--- config.mk ---
export PLATFORM = sky130hd
export DESIGN_NAME = id_exe_stage_reg
export DESIGN_NICKNAME = d
export VERILOG_FILES = /design/src/rtl/id_exe_stage_reg.sv
export SDC_FILE = /design/constraint.sdc
export NUM_CORES = 1
export LEC_CHECK = 0
export CAP_MARGIN = 20
export CORE_ASPECT_RATIO = 0.8
export CORE_UTILIZATION = 30
export CTS_CLUSTER_DIAMETER = 60
export DETAILED_ROUTE_END_ITERATION = 6
export PLACE_DENSITY = 0.76
export SYNTH_ARGS = -nofsm -noshare
export SYNTH_HDL_FRONTEND = slang
export SYNTH_SLANG_ARGS = --single-unit
--- constraint.sdc ---
create_clock -name clk -period 1.9 [get_ports clk]
set_input_delay 0.285 -clock clk [delete_from_list [all_inputs] [get_ports clk]]
set_output_delay 0.285 -clock clk [all_outputs]
set_load 0.01 [all_outputs]
--- src/rtl/id_exe_stage_reg.sv ---
// ID/EX pipeline register. Captures the decoded instruction from ID and
// presents it to EXE for one cycle. Supports freeze (hold), flush and
// bubble (both load a NOP with valid_out=0). Reset is synchronous, active-high.
module id_exe_stage_reg (
  input  logic        clk,
  input  logic        rst,
  input  logic        freeze,
  input  logic        flush,
  input  logic        bubble,
  input  logic [31:0] pc_in,
  input  logic        wb_en_in,
  input  logic        mem_r_en_in,
  input  logic        mem_w_en_in,
  input  logic        b_in,
  input  logic        s_in,
  input  logic        imm_in,
  input  logic [3:0]  exe_cmd_in,
  input  logic [31:0] val_rn_in,
  input  logic [31:0] val_rm_in,
  input  logic [11:0] shift_operand_in,
  input  logic [23:0] signed_imm_24_in,
  input  logic [3:0]  dest_in,
  input  logic [3:0]  src1_in,
  input  logic [3:0]  src2_in,
  input  logic        src2_used_in,
  input  logic [3:0]  status_in,
  output logic [31:0] pc_out,
  output logic        wb_en_out,
  output logic        mem_r_en_out,
  output logic        mem_w_en_out,
  output logic        b_out,
  output logic        s_out,
  output logic        imm_out,
  output logic [3:0]  exe_cmd_out,
  output logic [31:0] val_rn_out,
  output logic [31:0] val_rm_out,
  output logic [11:0] shift_operand_out,
  output logic [23:0] signed_imm_24_out,
  output logic [3:0]  dest_out,
  output logic [3:0]  src1_out,
  output logic [3:0]  src2_out,
  output logic        src2_used_out,
  output logic [3:0]  status_out,
  output logic        valid_out
);

  logic squash;
  assign squash = flush | bubble;

  // Data payload: follows ID whenever not frozen; a NOP does not need to
  // clear it because EXE ignores it while valid_out is low.
  always_ff @(posedge clk) begin
    if (rst) begin
      pc_out            <= 32'd0;
      val_rn_out        <= 32'd0;
      val_rm_out        <= 32'd0;
      shift_operand_out <= 12'd0;
      signed_imm_24_out <= 24'd0;
      imm_out           <= 1'b0;
      status_out        <= 4'd0;
    end else if (!freeze) begin
      pc_out            <= pc_in;
      val_rn_out        <= val_rn_in;
      val_rm_out        <= val_rm_in;
      shift_operand_out <= shift_operand_in;
      signed_imm_24_out <= signed_imm_24_in;
      imm_out           <= imm_in;
      status_out        <= status_in;
    end
  end

  // Control and register numbers: cleared on a NOP so neither the enables
  // nor stale register numbers can trigger forwarding or side effects.
  // An unused second source is reported as register 0 for the same reason.
  always_ff @(posedge clk) begin
    if (rst) begin
      valid_out     <= 1'b0;
      wb_en_out     <= 1'b0;
      mem_r_en_out  <= 1'b0;
      mem_w_en_out  <= 1'b0;
      b_out         <= 1'b0;
      s_out         <= 1'b0;
      src2_used_out <= 1'b0;
      exe_cmd_out   <= 4'd0;
      dest_out      <= 4'd0;
      src1_out      <= 4'd0;
      src2_out      <= 4'd0;
    end else if (!freeze) begin
      if (squash) begin
        valid_out     <= 1'b0;
        wb_en_out     <= 1'b0;
        mem_r_en_out  <= 1'b0;
        mem_w_en_out  <= 1'b0;
        b_out         <= 1'b0;
        s_out         <= 1'b0;
        src2_used_out <= 1'b0;
        exe_cmd_out   <= 4'd0;
        dest_out      <= 4'd0;
        src1_out      <= 4'd0;
        src2_out      <= 4'd0;
      end else begin
        valid_out     <= 1'b1;
        wb_en_out     <= wb_en_in;
        mem_r_en_out  <= mem_r_en_in;
        mem_w_en_out  <= mem_w_en_in;
        b_out         <= b_in;
        s_out         <= s_in;
        src2_used_out <= src2_used_in;
        exe_cmd_out   <= exe_cmd_in;
        dest_out      <= dest_in;
        src1_out      <= src1_in;
        src2_out      <= src2_used_in ? src2_in : 4'd0;
      end
    end
  end

endmodule

==> run summary <==
Synth cell types - 16
Syn Nets - 663
Cell Chain, Critical Path - clkdlybuf4s50_1
period utilisation layout - 86.6%
largest cells by area after synthesis - dfxtp_1 58%, mux2i_1 25%, nor2_1 9.3%
Critical Path Start Type - register
EDFF count, synth - 0
total wire length - 15.5 mm
layout cell share with drive strength beyond 1 - 5.20%
initial core utilization - 30.6%
# hold bufs at CTS - 0
post-synth top area cell - dfxtp_1
Layout Nets - 979
initial antenna violation count - 0
Power Density - 839 nW/um^2
commonest cells in the netlist - 160 x dfxtp_1, 137 x mux2i_1, 137 x nor2_1, 17 x a22o_1, 14 x buf_4
synthesized area per cell - 11.1 um^2
Post-synth top flop - dfxtp_1
Ports - 324
asr flop ratio synth - 0%
ANT cells - 0
Crit path required time - 1.62 ns
outcome - completed
Routed Antenna Nets - 0
depth of the CTS H-tree - 4
via count - 4667
number of sinks on the clock net - 160
Leakage - 4.00 nW
RSZ-0062 raised after global routing - no
slowest CP cell - clkdlybuf4s50_1
first-pass GRT wire length - 23.4 mm
Die Y - 124 um
Seq/Total Area, Yosys - 57.8%
Clock Pin Slew Worst Setup and Hold Paths - 0.07 ns
DRC Markers - 0
gr usage total - 15.9%
drt first pass iters - 4
setup violators final - 0
Die ar. - 19000 um^2
Mapped Area - 5550 um^2
GPL Wtd Cong - 0.754
CTS tree - done
hold crit path type - input port to register
vias per cell - 4.42
Clk Latency, worst-skew pair - 0.41 ns
Peak supply drop - 0.468 mV
CP peak stage delay - 0.57 ns
Max Slew Vio Count - 0
critical path class - register to primary output
Clock Skews - 0 ns
Routed WL per cell - 14.6 um
CP bufs+invs - 1
Core Area - 18100 um^2
largest net degree at the start of global routing - 81
setup TNS - 0 ns
top-count cell post-synth - dfxtp_1
Area Overhead vs Synth - 72.3%
min Tclk post-route - 1.65 ns
Rel. slew slack - 72.1%
DP Wirelength - 11.2 mm
First DRT Iteration DRCs - 149
fmax - 0.608 GHz
Worst setup EP type - primary output
Syn Inst Count - 499
vias in the first global route - 4487
top cell type's share of synthesized area - 57.8%
Final Hold Fails - 0
die width - 154 um
CTS Buffer Depth - 2
highest net fanout along the worst path - 2
Gates resized, CTS repair - 0
worst path arrival time - 1.36 ns
FILL cells - 1622
Setup Fix Bufs, Post-CTS - 0
PortBufs - 323
Rows - 44
root buffer cell - clkbuf_16
count of maximum capacitance violations - 0
Slew @ Worst Pin - 0.418 ns
flops & latches, synth - 160
total gr overflow - 0
final core utilization - 52.7%
yosys warns - 0
cell family with most CP delay - buffers and inverters
TritonCTS buffer count - 17
[final cells by class]
class / instances / area, um^2 / share of cell area [%]
repair buffers: 333 / 3380 / 35.4
flip-flops and latches: 160 / 3200 / 33.5
clock buffers: 19 / 443 / 4.64
multi-input cells: 303 / 2140 / 22.4
clock inverters: 12 / 101 / 1.06
well taps: 230 / 288 / 3.01
[sequential cells by signal (all words and copies together) (netlist names), 12 cells and up]
register	count
pc_out	32
shift_operand_out	12
signed_imm_24_out	24
val_rm_out	32
val_rn_out	32
[logic make-up after synthesis]
group / count (synthesis) / share of synthesized area [%]
AND/OR/NAND/NOR: 143 / 10.2
buffers and inverters: 36 / 3.72
AO/OA/AOI/OAI: 23 / 3.59
flip-flops: 160 / 57.8
multiplexers: 137 / 24.7
[worst paths after layout]
kind	start	end	slack (ns)	cells after the start
hold / removal	rst	status_out[3]	0.20	2
setup reg to reg	val_rm_out[26]	val_rm_out[26]	1.25	2
hold reg to reg	src2_out[1]	src2_out[1]	0.47	1
setup / recovery	exe_cmd_out[0]	exe_cmd_out[0]	0.25	1
[metal layers]
layer	part of all wire [%]	GRT usage, %	vias to the layer above
met5	0	0	-
li1	-	-	2312
met2	47	26.5	206
met3	9.3	6.78	19
met4	1.9	6.44	0
met1	42	18.0	2130
[metrics by stage]
| stage | setup WS (ns) | total power, mW | hold slack (ns) | std cells | instance area (um^2) |
|---|---|---|---|---|---|
| 4_1_cts | 0.208 | 8.15 | 0.180 | 1057 | 9550 |
| 3_5_place_dp | 0.336 | 4.96 | 0.457 | 1026 | 9010 |
| 3_3_place_gp | 0.369 | 4.94 | 0.451 | 1026 | 9010 |
| 6_report | 0.255 | 8.01 | 0.198 | 1057 | 9550 |
| 2_1_floorplan | 0.751 | 4.17 | 0.418 | 499 | 5550 |
| 5_1_grt | 0.189 | 8.38 | 0.177 | 1057 | 9550 |
[where the power goes]
group          switching (mW)  internal (mW)
clock                    1.41           1.72
combinational           0.456          0.788
sequential             0.0904           3.54
[placed cells by master, fill, tap and decap left out]
cell type / n
a21oi_1: 2
a22o_1: 17
a32o_1: 4
buf_12: 6
buf_4: 5
buf_6: 1
clkbuf_1: 1
clkbuf_16: 17
clkbuf_8: 1
clkdlybuf4s50_1: 321
clkinv_4: 5
clkinvlp_4: 3
dfxtp_1: 160
inv_6: 4
mux2i_1: 137
nand2_1: 2
nor2_1: 137
nor2b_1: 1
nor4_4: 1
or3_1: 1
or4b_1: 1
No activity file was read; power rests on OpenSTA's default activity.
